[src/rtl/ssd1306_spi_byte_tx_if.sv]
// Byte handshake between the SSD1306 sequencer and its SPI transmit stage.
// The master offers {tx_dc, tx_data} with tx_valid. The slave accepts it by asserting tx_ready.
interface ssd1306_spi_byte_tx_if;
  logic       tx_valid;
  logic       tx_ready;
  logic [7:0] tx_data;
  logic       tx_dc;

  modport master (output tx_valid, output tx_data, output tx_dc, input tx_ready);
  modport slave  (input tx_valid, input tx_data, input tx_dc, output tx_ready);
endinterface

[src/rtl/ssd1306_spi_byte_tx.sv]
// SPI mode-0, MSB-first byte transmitter for the SSD1306, fed through a small D/C-tagged FIFO.
// Pin outputs are registered, so they trail the FSM state by one cycle.
module ssd1306_spi_byte_tx #(
  parameter int CLK_DIV    = 4,
  parameter int FIFO_DEPTH = 4,
  parameter int CS_HOLD    = 2
) (
  input  logic                              clk_50M,
  input  logic                              rst,
  ssd1306_spi_byte_tx_if.slave              tx,
  output logic [$clog2(FIFO_DEPTH+1)-1:0]   fifo_level,
  output logic                              busy,
  output logic                              done,
  output logic                              oled_sclk,
  output logic                              oled_sdin,
  output logic                              oled_dc,
  output logic                              ss
);

  localparam int LVL_W = $clog2(FIFO_DEPTH + 1);
  localparam int PTR_W = $clog2(FIFO_DEPTH);
  localparam int CNT_W = $clog2(CLK_DIV + 1);
  localparam int HLD_W = $clog2(CS_HOLD + 1);

  typedef enum logic [2:0] {IDLE, SETUP, HIGH, LOW, HOLD} state_t;

  // ---------------- FIFO ----------------
  logic [8:0]       mem [FIFO_DEPTH];
  logic [PTR_W-1:0] wr_ptr_reg, rd_ptr_reg;
  logic [LVL_W-1:0] level_reg;
  logic             full, empty, push, pop;

  state_t           state_reg, state_next;

  assign full        = (level_reg == LVL_W'(FIFO_DEPTH));
  assign empty       = (level_reg == '0);
  assign tx.tx_ready = !full && !rst;
  assign push        = tx.tx_valid && tx.tx_ready;
  assign pop         = (state_reg == IDLE) && !empty;
  assign fifo_level  = level_reg;

  always_ff @(posedge clk_50M) begin
    if (push) begin
      mem[wr_ptr_reg] <= {tx.tx_dc, tx.tx_data};
    end
  end

  always_ff @(posedge clk_50M) begin
    if (rst) begin
      wr_ptr_reg <= '0;
      rd_ptr_reg <= '0;
      level_reg  <= '0;
    end else begin
      if (push) wr_ptr_reg <= wr_ptr_reg + PTR_W'(1);
      if (pop)  rd_ptr_reg <= rd_ptr_reg + PTR_W'(1);
      case ({push, pop})
        2'b10:   level_reg <= level_reg + LVL_W'(1);
        2'b01:   level_reg <= level_reg - LVL_W'(1);
        default: level_reg <= level_reg;
      endcase
    end
  end

  // ---------------- FSM and shifter ----------------
  logic [CNT_W-1:0] cnt_reg, cnt_next;
  logic [HLD_W-1:0] hcnt_reg, hcnt_next;
  logic [2:0]       bit_reg, bit_next;
  logic [7:0]       shift_reg, shift_next;
  logic             dc_reg, dc_next;
  logic             done_pre_reg, done_pre_next;
  logic             half_end;

  always_ff @(posedge clk_50M) begin
    if (rst) begin
      state_reg    <= IDLE;
      cnt_reg      <= '0;
      hcnt_reg     <= '0;
      bit_reg      <= '0;
      shift_reg    <= '0;
      dc_reg       <= 1'b0;
      done_pre_reg <= 1'b0;
    end else begin
      state_reg    <= state_next;
      cnt_reg      <= cnt_next;
      hcnt_reg     <= hcnt_next;
      bit_reg      <= bit_next;
      shift_reg    <= shift_next;
      dc_reg       <= dc_next;
      done_pre_reg <= done_pre_next;
    end
  end

  assign half_end = (cnt_reg == CNT_W'(CLK_DIV - 1));

  always_comb begin
    state_next    = state_reg;
    cnt_next      = cnt_reg + CNT_W'(1);
    hcnt_next     = hcnt_reg;
    bit_next      = bit_reg;
    shift_next    = shift_reg;
    dc_next       = dc_reg;
    done_pre_next = 1'b0;
    case (state_reg)
      IDLE: begin
        cnt_next  = '0;
        hcnt_next = '0;
        if (!empty) begin
          state_next            = SETUP;
          {dc_next, shift_next} = mem[rd_ptr_reg];
          bit_next              = '0;
        end
      end
      SETUP: begin
        if (half_end) begin
          state_next = HIGH;
          cnt_next   = '0;
        end
      end
      HIGH: begin
        if (half_end) begin
          cnt_next = '0;
          if (bit_reg == 3'd7) begin
            state_next = HOLD;
          end else begin
            state_next = LOW;
            shift_next = {shift_reg[6:0], 1'b0};
            bit_next   = bit_reg + 3'd1;
          end
        end
      end
      LOW: begin
        if (half_end) begin
          state_next = HIGH;
          cnt_next   = '0;
        end
      end
      HOLD: begin
        cnt_next  = '0;
        hcnt_next = hcnt_reg + HLD_W'(1);
        if (hcnt_reg == HLD_W'(CS_HOLD - 1)) begin
          state_next    = IDLE;
          hcnt_next     = '0;
          done_pre_next = 1'b1;
        end
      end
      default: state_next = IDLE;
    endcase
  end

  // ---------------- outputs ----------------
  logic ss_next, sclk_next, sdin_next, oled_dc_next, done_next;

  always_comb begin
    ss_next      = (state_reg == IDLE);
    sclk_next    = (state_reg == HIGH);
    sdin_next    = shift_reg[7];
    oled_dc_next = dc_reg;
    done_next    = done_pre_reg;
  end

  always_ff @(posedge clk_50M) begin
    if (rst) begin
      ss        <= 1'b1;
      oled_sclk <= 1'b0;
      oled_sdin <= 1'b0;
      oled_dc   <= 1'b0;
      done      <= 1'b0;
    end else begin
      ss        <= ss_next;
      oled_sclk <= sclk_next;
      oled_sdin <= sdin_next;
      oled_dc   <= oled_dc_next;
      done      <= done_next;
    end
  end

  // done_pre_reg keeps busy high until the registered done pulse appears.
  assign busy = !empty || (state_reg != IDLE) || done_pre_reg;

endmodule

[src/flat_wrapper.sv]
// flat-port wrapper written by rule: the top's interface ports become plain ports
module ssd1306_spi_byte_tx_flat 
#(
  parameter int CLK_DIV    = 4,
  parameter int FIFO_DEPTH = 4,
  parameter int CS_HOLD    = 2
)
  (clk_50M, rst, fifo_level, busy, done, oled_sclk, oled_sdin, oled_dc, ss, tx_tx_valid, tx_tx_data, tx_tx_dc, tx_tx_ready);
  ssd1306_spi_byte_tx_if tx_i ();
  input  logic clk_50M;
  input  logic rst;
  output logic [$clog2(FIFO_DEPTH+1)-1:0] fifo_level;
  output logic busy;
  output logic done;
  output logic oled_sclk;
  output logic oled_sdin;
  output logic oled_dc;
  output logic ss;
  input wire logic [$bits(tx_i.tx_valid)-1:0] tx_tx_valid;
  input wire logic [$bits(tx_i.tx_data)-1:0] tx_tx_data;
  input wire logic [$bits(tx_i.tx_dc)-1:0] tx_tx_dc;
  output wire logic [$bits(tx_i.tx_ready)-1:0] tx_tx_ready;
  assign tx_i.tx_valid = tx_tx_valid;
  assign tx_i.tx_data = tx_tx_data;
  assign tx_i.tx_dc = tx_tx_dc;
  assign tx_tx_ready = tx_i.tx_ready;
  ssd1306_spi_byte_tx #(.CLK_DIV(CLK_DIV), .FIFO_DEPTH(FIFO_DEPTH), .CS_HOLD(CS_HOLD)) u_core (.clk_50M(clk_50M), .rst(rst), .tx(tx_i), .fifo_level(fifo_level), .busy(busy), .done(done), .oled_sclk(oled_sclk), .oled_sdin(oled_sdin), .oled_dc(oled_dc), .ss(ss));
endmodule
[config.mk]
export PLATFORM = sky130hd
export DESIGN_NAME = ssd1306_spi_byte_tx_flat
export DESIGN_NICKNAME = d
export VERILOG_FILES = /design/src/rtl/ssd1306_spi_byte_tx_if.sv /design/src/rtl/ssd1306_spi_byte_tx.sv /design/src/flat_wrapper.sv
export SDC_FILE = /design/constraint.sdc
export NUM_CORES = 1
export LEC_CHECK = 0
export BUFFER_PORTS_ARGS = -buffer_cell sky130_fd_sc_hd__buf_2
export CAP_MARGIN = 25
export CELL_PAD_IN_SITES_DETAIL_PLACEMENT = 1
export CELL_PAD_IN_SITES_GLOBAL_PLACEMENT = 1
export CORE_ASPECT_RATIO = 0.5
export CORE_MARGIN = 5
export CORE_UTILIZATION = 40
export CTS_CLUSTER_DIAMETER = 150
export DETAILED_ROUTE_END_ITERATION = 12
export MAX_ROUTING_LAYER = met4
export PLACE_DENSITY = 0.76
export SLEW_MARGIN = 10
export SYNTH_ARGS = -nofsm -noshare
export SYNTH_HDL_FRONTEND = slang
export SYNTH_SLANG_ARGS = --single-unit
[constraint.sdc]
create_clock -name clk_50M -period 2.2 [get_ports clk_50M]
set_clock_uncertainty 0.05 [all_clocks]
set_input_delay 0.44 -clock clk_50M [delete_from_list [all_inputs] [get_ports clk_50M]]
set_output_delay 0.44 -clock clk_50M [all_outputs]
set_load 0.02 [all_outputs]
# Word level (Yosys, flattened, before mapping)
# Memories as Yosys holds them, arrays and structs flattened. A register that Yosys moved wholly into a read port is not among the register bits.
# Index checks and enable logic that the tools add are counted.
# word_totals
mem_count,1
in_bits,12
mem_bits_rw,36
output_inout_bits,10
ff_bits,33
elab_cells,85
# classes
n_eq_ne,15
bitwise,2
n_addsub,7
n_reduce_logical,21
mux,24
# mem_list
memory,words,width,rd,rd_clocked_by_memory_dff,write_ports,line_no,rtl
u_core.mem,4,9,1,1,1,ssd1306_spi_byte_tx.sv:28,logic [8:0] mem [FIFO_DEPTH];
# ops
op,count
3-bit two-way mux,9
8-bit two-way mux,3
3-bit case mux with 2 select lines,3
8-bit case mux with 2 select lines,1
3-bit case mux with 4 select lines,1
3-bit by 1-bit adder with 3-bit output (second input constant),3
3-bit by 2-bit == test with 1-bit output (second input constant),3
3-bit == test (second input constant),3
4-bit AND reduction,2
2-bit by 1-bit adder with 2-bit output (second input constant),3
3-bit zero test,2
2-bit two-way mux,3
2-bit by 1-bit != test with 1-bit output (second input constant),3
2-bit nonzero test,3
2-bit OR reduction,3
2-bit by 1-bit == test with 1-bit output (second input constant),2
2-bit != test (second input constant),2
2-bit case mux with 2 select lines,1
3-bit by 1-bit == test with 1-bit output (second input constant),1
1-bit logical AND,3
1-bit zero test,3
1-bit two-way mux,3
3-bit nonzero test,1
3-bit OR reduction,1
5 further kinds,7

# Logic depth before layout (Yosys ltp)
# Gate-level depths: netlist of the first run.
# logic_depth
ltp_word,6
ltp_mapped,8
depth_no_buf,8

# Least setup slack after synthesis of the first run
# Ideal clock, no wire load.
# synth_timing
path_kind,register to register
startpoint,"register u_core.level_reg[0], in the netlist u_core.fifo_level[0]"
endpoint,"register u_core.level_reg[2], in the netlist u_core.fifo_level[2]"
required_ns,2.079
arrival_ns,2.248
period_less_slack_ns,2.369
setup_slack_ns,-0.169
stages_incl_launch_ff,9
cell_sequence,dfxtp_1 nor2_1 a211oi_2 inv_1 ha_1 fa_1 xnor2_1 or3_1 a21oi_1
# synth_via
elab_chain_len,6
# synth_lines
item,line_no,rtl
from (decl),ssd1306_spi_byte_tx.sv:30,logic [LVL_W-1:0] level_reg;
from (signal assigned),ssd1306_spi_byte_tx.sv:57,2'b10: level_reg <= level_reg + LVL_W'(1);
from (signal assigned),ssd1306_spi_byte_tx.sv:58,2'b01: level_reg <= level_reg - LVL_W'(1);
from (signal assigned),ssd1306_spi_byte_tx.sv:59,default: level_reg <= level_reg;
3-bit == test,ssd1306_spi_byte_tx.sv:35,assign full = (level_reg == LVL_W'(FIFO_DEPTH));
1-bit zero test,ssd1306_spi_byte_tx.sv:37,assign tx.tx_ready = !full && !rst;
1-bit logical AND,ssd1306_spi_byte_tx.sv:37,
1-bit logical AND,ssd1306_spi_byte_tx.sv:38,assign push = tx.tx_valid && tx.tx_ready;
2-bit by 1-bit == test with 1-bit output / 2-bit == test (equally long branches),ssd1306_spi_byte_tx.sv:56,"case ({push, pop})"
3-bit case mux with 2 select lines / 2-bit nonzero test (equally long branches),n/a,
# Parallel ways exist; a longest one is shown, timed or not.
# A chain may end at the register's enable or synchronous reset.

# Worst setup path after layout of the first run
# layout_timing
startpoint,"register u_core.level_reg[2], in the netlist u_core.fifo_level[2]"
endpoint,"register u_core.level_reg[2], in the netlist u_core.fifo_level[2]"
# Same word-level chain as after synthesis.

==> results of run 1 <==
## routing by layer
| metal | track usage (%) | wire [microns] | up-vias |
|---|---|---|---|
| li1 | - | - | 867 |
| met1 | 17.9 | 2700 | 889 |
| met2 | 21.7 | 2770 | 23 |
| met3 | 5.00 | 197 | 13 |
| met4 | 6.22 | 128 | 0 |
| met5 | - | 0 | - |
## final cells by class
type,count,area (sq um),area share (%)
clock buffers,11,233,6.84
clock inverters,5,33.8,0.993
inverters,7,26.3,0.772
multi-input cells,132,1030,30.1
flip-flops and latches,71,1790,52.6
well taps,92,115,3.38
repair buffers,31,180,5.29
## cells in the mapped netlist, types with 2 or more instances
| cell | instances | share of area (%) |
|---|---|---|
| nor3_2 | 2 | 0.70 |
| nor3_1 | 3 | 0.53 |
| ha_1 | 10 | 4.4 |
| a311oi_1 | 7 | 2.1 |
| mux4_2 | 9 | 7.1 |
| o21ai_0 | 5 | 0.88 |
| nor4b_1 | 2 | 0.61 |
| o31ai_1 | 2 | 0.53 |
| edfxtp_1 | 36 | 38 |
| nand4_1 | 2 | 0.44 |
| nand2b_1 | 2 | 0.44 |
| dfxtp_1 | 35 | 25 |
| inv_1 | 7 | 0.92 |
| and2_1 | 6 | 1.3 |
| nor2_1 | 16 | 2.1 |
| mux2i_1 | 2 | 0.70 |
| xnor2_1 | 5 | 1.5 |
| nor4_1 | 2 | 0.44 |
| clkbuf_1 | 7 | 0.92 |
| a21oi_1 | 14 | 2.5 |
| nand2_1 | 23 | 3.0 |
| nor2b_1 | 5 | 1.1 |
## cells by family (layout without fill, tap and decap cells)
family,after synthesis,after routing,synth area share [%]
flops,71,71,62.3
simple gates,69,69,12.1
compound gates,35,35,8.05
buf+inv,18,54,2.80
fa+ha+maj,11,11,5.08
mux,11,11,7.79
xor+xnor,6,6,1.84
## repair_timing
action                     in CTS  in global routing
setup buffers                   0                  1
setup endpoints to repair       0                  9
resized for setup               0                  7
## metrics by stage
stage,utilization (%),instance area [sq um]
floorplan,-,2870
global placement,45.6,3110
detailed placement,45.6,3110
CTS,49.5,3370
global route,50.0,3400
finish,50.0,3400
## worst register-to-register path: cells and delay by family (launching register included)
kind / cells / cell delay [ns]
simple gates: 1 / 0.34
compound gates: 2 / 0.40
buf+inv: 2 / 0.23
fa+ha+maj: 2 / 0.58
xor+xnor: 1 / 0.16
flops: 1 / 0.33
## report_power, final
group | internal (mW) | leakage, nW | switching [mW]
combinational | 0.607 | 0.501 | 0.833
sequential | 1.61 | 0.615 | 0.138
clock | 0.762 | 0.128 | 0.530
## final timing paths
kind	from	endpoint	cells after the start
worst min-delay path	tx_tx_data[3]	u_core.mem[2][3]	1
worst min register to register	u_core.cnt_reg[0]	u_core.cnt_reg[0]	1
worst max register to register	u_core.fifo_level[2]	u_core.fifo_level[2]	8
worst max-delay path	u_core.fifo_level[2]	u_core.fifo_level[2]	8
==> impl_metrics.yaml, run 1 <==
place:
  place_ws_ns: 0.0369
  placedCellCount: 332
  port_buffers: 21
  globalplace.congestion: 0.817
  dpl.hpwl_mm: 3.88
sta:
  max-slew-margin-rel_pct: 61.0
  hold_viol_final: 0
  layout_setup_ws_ns: 0.0435
  fmax_ghz: 0.464
  hold_ws_ns: 0.278
  setup_tns_ns: 0
  finalSetupViolCount: 0
  tightest_slew_ns: 0.582
  fin_crit_ns: 2.16
  fin_crit_sh_pct: 98.0
  slew_viol_final: 0
synthesis:
  synth_seq_cells: 71
  synth_fp_nets: 244
  synth.distinct_cells: 41
  seq_area_frac_synth_pct: 62.3
  netlist_area_sq_mm: 0.00286
  synthFlopType: "edfxtp_1"
  synth_warnings: 0
  synthCells: 221
  synth_edf_count: 36
  syn_area_per_cell_sq_um: 12.9
  async_flop_share_pct: 0
detailed_routing:
  routed_wirelength_mm: 5.80
  drc: 0
  ant_nets: 0
  num_vias: 1792
  drt_iter0_drc: 121
  drt_pass1_iterations: 4
  vias_per_cell: 5.13
  wl_per_cell_microns: 16.6
setup_path:
  r2r_slack_ns: 0.04
  cp.required_ns: 2.41
  cp_top_family: "adder cells"
  crit_path_top_delay_cell: "fa_1"
  crit_type: "register to register"
  path_buf_inv: 2
  crit_fanout: 5
  cp_cell_sequence: "buf_4 > a211oi_4 > inv_1 > ha_2 > fa_1 > xnor2_1 > or3_1 > a21oi_2"
  endpoint_kind: "register"
  crit_path_max_incr_delay_ns: 0.39
  crit_path_start_kind: "register"
  worst_ep_arrival_time_ns: 2.37
clock_network:
  cts_max_path_buffers: 2
  clock_sinks: 71
  postCtsHoldBufs: 0
  clkSlewWorstSetupHoldPaths_ns: 0.06
  clk-insertion-delay-late_ns: 0.33
  cts_root_buf: "clkbuf_16"
  cts_max_level: 3
  cts_tree: "done"
  numCtsBuffers: 9
grt:
  grt_max_degree: 34
  grt_pass1_wl_mm: 9.76
  antenna_found_initial: 0
  grt_pass1_vias: 1887
  grtUsageTotal_pct: 14.5
  grt_overflow: 0
run:
  drv_cap: 0
floorplan:
  initial_core_util_pct: 42.0
  die_x_microns: 130
  die_h_microns: 69.8
  ioPinCount: 22
  rows: 21
  coreArea_sq_mm: 0.00681
  fp.dieArea_sq_mm: 0.00904
finish:
  fin_nets: 275
  largest_reg_flops: 36
  syn2layout_area_growth_pct: 19.0
  nFillCells: 696
  drive_gt1_share_pct: 24.9
  final_cell_mix: "edfxtp_1, dfxtp_1, nand2_1"
  n_antenna_cell: 0
  stdcell_count: 349
  final_common_cell: "edfxtp_1"
status:
  status: "finished clean"
power_and_ir_drop:
  p_per_area_mw_per_mm2: 1320
  total_power_mw: 4.48
  p_leak_nw: 1.24
  peakVddDrop_v: 0.000592
hold_path:
  hp-class: "input pin to register"
Power figures use the tool's default switching activity.
==> run 2, diff against run 1 <==
--- a/config.mk
+++ b/config.mk
@@ -15,7 +15,7 @@
 export CTS_CLUSTER_DIAMETER = 150
 export DETAILED_ROUTE_END_ITERATION = 12
 export MAX_ROUTING_LAYER = met4
-export PLACE_DENSITY = 0.76
+export PLACE_DENSITY = 0.74
 export SLEW_MARGIN = 10
 export SYNTH_ARGS = -nofsm -noshare
 export SYNTH_HDL_FRONTEND = slang
==> constraint.sdc (replaced) <==
create_clock -name clk_50M -period 2.3 [get_ports clk_50M]
set_clock_uncertainty 0.05 [all_clocks]
set_input_delay 0.46 -clock clk_50M [delete_from_list [all_inputs] [get_ports clk_50M]]
set_output_delay 0.46 -clock clk_50M [all_outputs]
set_load 0.02 [all_outputs]
==> run 2 against run 1 <==
Effect of this change:
- worst hold slack improved by 0.016 ns
- highest routed layer unchanged
- count of clock-buffer cells in the layout fell by 1
- fmax rose by 2.2%
- combinational power fell by 11%
- register-to-register slack improved by 0.15 ns
- sequential share of layout area rose by 0.10 points
- cell count fell by 0.86%
- worst setup slack improved by 0.15 ns
- via count rose by 0.73%
- clock power rose by 5%
- routed wire length rose by 1.0%
==> impl_metrics.yaml, run 2 (synthesized netlist as in run 1, its figures left out) <==
sta:
  tightest_slew_ns: 0.562
  max-slew-margin-rel_pct: 62.4
  layout_setup_ws_ns: 0.190
  finalSetupViolCount: 0
  setup_tns_ns: 0
  fin_crit_ns: 2.11
  hold_viol_final: 0
  fmax_ghz: 0.474
  slew_viol_final: 0
  rsz0062_at_grt: "no"
  fin_crit_sh_pct: 91.8
grt:
  grt_pass1_vias: 1901
  grt_util_met3_pct: 4.38
  grt_pass1_wl_mm: 9.77
  grtUsageTotal_pct: 14.5
  grt_most_used_layer: "met2"
  use_met1_pct: 17.6
  grt_overflow: 0
  grt_max_degree: 34
  gr-usage-met2_pct: 22.8
  antenna_found_initial: 0
power_and_ir_drop:
  peakVddDrop_v: 0.000734
  p_int_mw: 2.90
  p_comb_share_pct: 29.7
  p_leak_nw: 1.24
  p_clk_share_pct: 31.5
  p_sw_share_pct: 32.7
  switchingPower_mw: 1.41
  power_frac_seq_pct: 38.9
  p_per_area_mw_per_mm2: 1270
setup_path:
  r2r_start: "u_core.fifo_level[0]"
  timing.rr.end: "u_core.fifo_level[2]"
  cp_cell_sequence: "nor3_2 > and2b_1 > ha_2 > fa_1 > xnor2_1 > or3_1 > a21oi_1"
  r2r_slack_ns: 0.19
  crit_path_max_incr_delay_ns: 0.38
  crit_type: "register to register"
  cp_top_family: "simple AND/OR/NAND/NOR gates"
  crit_path_start_kind: "register"
  worst-path-stages: 7
  endpoint_kind: "register"
  cp.required_ns: 2.51
  crit_path_top_delay_cell: "fa_1"
  crit_fanout: 5
  worst_ep_arrival_time_ns: 2.32
  path_buf_inv: 0
  reg2reg_depth: 7
finish:
  final_util_pct: 49.8
  largest_reg_flops: 36
  final_cell_mix: "edfxtp_1, dfxtp_1, nand2_1"
  syn2layout_area_growth_pct: 18.5
  n_antenna_cell: 0
  drive_gt1_share_pct: 24.0
  stdcell_count: 346
  fin_nets: 272
  final_common_cell: "edfxtp_1"
place:
  port_buffers: 21
  place_ws_ns: 0.123
  dpl.hpwl_mm: 3.96
  placedCellCount: 330
  globalplace.congestion: 0.767
detailed_routing:
  drt_iter0_drc: 85
  drc: 0
  wl_per_cell_microns: 16.9
  routed_wirelength_mm: 5.86
  drt_pass1_iterations: 4
  vias_per_cell: 5.22
  ant_nets: 0
  num_vias: 1805
clock_network:
  clk-insertion-delay-late_ns: 0.33
  numCtsBuffers: 9
  ctsResizeCount: 0
  cts_tree: "done"
  postCtsHoldBufs: 0
  post_cts_buffers: 0
  cts_max_level: 3
  clock_sinks: 71
  clkSlewWorstSetupHoldPaths_ns: 0.06
  cts_root_buf: "clkbuf_16"
  cts_max_path_buffers: 2
hold_path:
  min_path_cells: 1
  hold_path_end: "u_core.mem[3][0]"
  hp-class: "input pin to register"
  hp-start: "tx_tx_data[0]"
floorplan:
  fp.dieArea_sq_mm: 0.00904
  coreArea_sq_mm: 0.00681
  ioPinCount: 22
  die_x_microns: 130
  rows: 21
  die_h_microns: 69.8
  initial_core_util_pct: 42.0
run:
  drv_cap: 0
status:
  status: "finished clean"
-- run 2: cell count changes in the layout (fill, tap and decap cells not counted), sizes merged --
cell | previous run | this run
buf | 31 | 28
bufinv | 0 | 1
clkbuf | 11 | 10
-- run 2: metal layers --
layer	vias up	part of all wire (%)	wire length (microns)
li1	869	-	-
met1	903	47	2740
met2	25	48	2810
met3	8	3.4	200
met4	0	1.8	104
met5	-	0	0
-- run 2: power by group through the flow --
stage	clock network, mW	registers, mW	logic [mW]
after floorplan	0	1.69	0.908
after detailed placement	0	1.69	1.26
after CTS	1.40	1.67	1.29
final	1.36	1.67	1.28
after global routing	1.45	1.70	1.42
after global placement	0	1.67	1.21
-- run 2: per-stage QoR --
| stage | power [mW] | hold slack (ns) | cell area (sq um) |
|---|---|---|---|
| 6_report | 4.31 | 0.294 | 3390 |
| 5_1_grt | 4.57 | 0.286 | 3390 |
| 4_1_cts | 4.35 | 0.281 | 3380 |
| 3_5_place_dp | 2.95 | 0.380 | 3080 |
| 3_3_place_gp | 2.88 | 0.370 | 3080 |
| 2_1_floorplan | 2.60 | 0.358 | 2860 |
-- run 2: how the worst max path moves through the flow --
stage / slack [ns] / end / start
global route: 0.04 / u_core.fifo_level[2] / u_core.fifo_level[0]
floorplan: 0.01 / u_core.fifo_level[2] / rst
finish: 0.19 / u_core.fifo_level[2] / u_core.fifo_level[0]
global placement: 0.20 / u_core.fifo_level[2] / rst
detailed placement: 0.12 / u_core.fifo_level[2] / rst
CTS: 0.04 / busy / u_core.fifo_level[1]
-- run 2: final cells by class --
| cell class | count | area [sq um] |
|---|---|---|
| inverters | 7 | 26.3 |
| fillers | 697 | 3420 |
| multi-input cells | 132 | 1010 |
| well taps | 92 | 115 |
| repair buffers | 28 | 158 |
| flip-flops and latches | 71 | 1780 |
| clock inverters | 6 | 68.8 |
| clock buffers | 10 | 229 |
==> run 3, diff against run 2 <==
--- a/config.mk
+++ b/config.mk
@@ -9,7 +9,6 @@
 export CAP_MARGIN = 25
 export CELL_PAD_IN_SITES_DETAIL_PLACEMENT = 1
 export CELL_PAD_IN_SITES_GLOBAL_PLACEMENT = 1
-export CORE_ASPECT_RATIO = 0.5
 export CORE_MARGIN = 5
 export CORE_UTILIZATION = 40
 export CTS_CLUSTER_DIAMETER = 150
==> run 3 against run 2 <==
Effect of this change:
- power down 11%
- first-iteration DRC count up 22%
- worst setup slack worse by 0.011 ns
- cell count up 1.2%
- cell area down 3.4%
- fmax down 0.50%
- global-route usage down 0.25 points
- routed wire length down 5.2%
- clock power down 34%
- critical path type unchanged
- largest power group unchanged
- highest routed layer unchanged
==> impl_metrics.yaml, run 3 (synthesized netlist as in run 1, its figures left out) <==
grt:
  grt_overflow: 0
  grt_pass1_vias: 1857
  grt_pass1_wl_mm: 9.16
  grt_max_degree: 34
  antenna_found_initial: 0
  grtUsageTotal_pct: 14.3
setup_path:
  crit_type: "register to register"
  crit_path_start_kind: "register"
  reg2reg_depth: 8
  timing.rr.end: "u_core.fifo_level[2]"
  worst_ep_arrival_time_ns: 2.34
  r2r_start: "u_core.fifo_level[0]"
  cp.required_ns: 2.52
  r2r_slack_ns: 0.18
  crit_fanout: 5
  endpoint_kind: "register"
  crit_path_start: "u_core.fifo_level[0]"
  cp-endpoint: "u_core.fifo_level[2]"
clock_network:
  cts_max_path_buffers: 2
  clock_sinks: 71
  post_cts_buffers: 0
  postCtsHoldBufs: 0
  numCtsBuffers: 9
  ctsResizeCount: 0
  clk-insertion-delay-late_ns: 0.35
  clkSlewWorstSetupHoldPaths_ns: 0.08
  cts_max_level: 3
  cts_root_buf: "clkbuf_8"
  cts_tree: "done"
floorplan:
  die_h_microns: 94.5
  ioPinCount: 22
  coreArea_sq_mm: 0.00687
  fp.dieArea_sq_mm: 0.00894
  rows: 30
  die_x_microns: 94.5
  initial_core_util_pct: 41.6
finish:
  syn2layout_area_growth_pct: 14.4
  largest_reg_flops: 36
  fin_nets: 272
  final_cell_mix: "edfxtp_1, dfxtp_1, nand2_1"
  stdcell_count: 350
  final_common_cell: "edfxtp_1"
  drive_gt1_share_pct: 24.0
  n_antenna_cell: 0
status:
  status: "finished clean"
detailed_routing:
  ant_nets: 0
  drt_pass1_iterations: 4
  vias_per_cell: 4.95
  wl_per_cell_microns: 15.9
  drt_iter0_drc: 104
  num_vias: 1733
  drc: 0
  routed_wirelength_mm: 5.55
sta:
  rsz0062_at_grt: "no"
  hold_viol_final: 0
  slew_viol_final: 0
  max-slew-margin-rel_pct: 64.4
  fmax_ghz: 0.471
  finalSetupViolCount: 0
  tightest_slew_ns: 0.531
  fin_crit_ns: 2.12
  setup_tns_ns: 0
  fin_crit_sh_pct: 92.2
power_and_ir_drop:
  p_leak_nw: 1.18
  peakVddDrop_v: 0.000562
  power_frac_seq_pct: 43.6
  p_sw_share_pct: 35.6
  p_per_area_mw_per_mm2: 1160
  total_power_mw: 3.81
  p_int_mw: 2.45
  p_comb_share_pct: 32.9
  switchingPower_mw: 1.36
  p_clk_share_pct: 23.5
hold_path:
  hp-class: "input pin to register"
place:
  globalplace.congestion: 0.724
  port_buffers: 21
  dpl.hpwl_mm: 3.72
  placedCellCount: 334
run:
  drv_cap: 0
## run 3: changes by cell type in the layout (fill, tap and decap cells not counted), sizes merged
cell,before,now
inv,8,10
clkinv,3,2
clkbuf,10,9
clkinvlp,1,2
bufinv,1,0
## run 3: how the worst min path moves through the flow
| stage | start | endpoint | depth (start not counted) |
|---|---|---|---|
| floorplan | u_core.cnt_reg[0] | u_core.cnt_reg[0] | 1 |
| global placement | u_core.cnt_reg[0] | u_core.cnt_reg[0] | 1 |
| detailed placement | u_core.cnt_reg[0] | u_core.cnt_reg[0] | 1 |
| CTS | tx_tx_data[5] | u_core.mem[0][5] | 1 |
| global route | tx_tx_data[5] | u_core.mem[3][5] | 1 |
| finish | tx_tx_data[5] | u_core.mem[0][5] | 1 |
## run 3: per-layer routing
metal	routed length [microns]	vias up	part of all wire, %	GRT usage (%)
met2	2780	23	50	22.9
li1	-	860	-	-
met4	78	0	1.4	7.21
met3	205	6	3.7	4.06
met5	0	-	0	-
met1	2480	844	45	16.3
## run 3: layout make-up
type	instances	area, sq um
Multi-Input combinational cell	132	1010
Fill cell	720	3600
Clock inverter	7	53.8
Timing Repair Buffer	28	158
Clock buffer	9	124
Sequential cell	71	1780
Tap cell	96	120
Inverter	7	26.3
## run 3: power groups by stage
| stage | logic, mW | registers [mW] | clock network, mW |
|---|---|---|---|
| after global placement | 1.22 | 1.67 | 0 |
| after detailed placement | 1.25 | 1.68 | 0 |
| final | 1.26 | 1.66 | 0.894 |
| after floorplan | 0.908 | 1.69 | 0 |
| after CTS | 1.26 | 1.66 | 0.938 |
| after global routing | 1.40 | 1.69 | 0.992 |
## run 3: metrics by stage
| stage | util, % | instance area (sq um) | hold slack (ns) | worst slack [ns] |
|---|---|---|---|---|
| 3_3_place_gp | 44.9 | 3090 | 0.370 | 0.190 |
| 2_1_floorplan | - | 2860 | 0.358 | 0.0126 |
| 6_report | 47.6 | 3270 | 0.276 | 0.179 |
| 4_1_cts | 47.5 | 3260 | 0.246 | 0.0619 |
| 3_5_place_dp | 44.9 | 3090 | 0.376 | 0.112 |
| 5_1_grt | 47.6 | 3270 | 0.248 | 0.0347 |
## run 3: worst max-delay path, stage by stage, from the launching register on
cell      delay, ns
dfxtp_2        0.39
nor2_1         0.09
a211oi_2       0.23
inv_1          0.08
ha_2           0.20
fa_1           0.38
xnor2_1        0.15
or3_1          0.31
a21oi_1        0.18
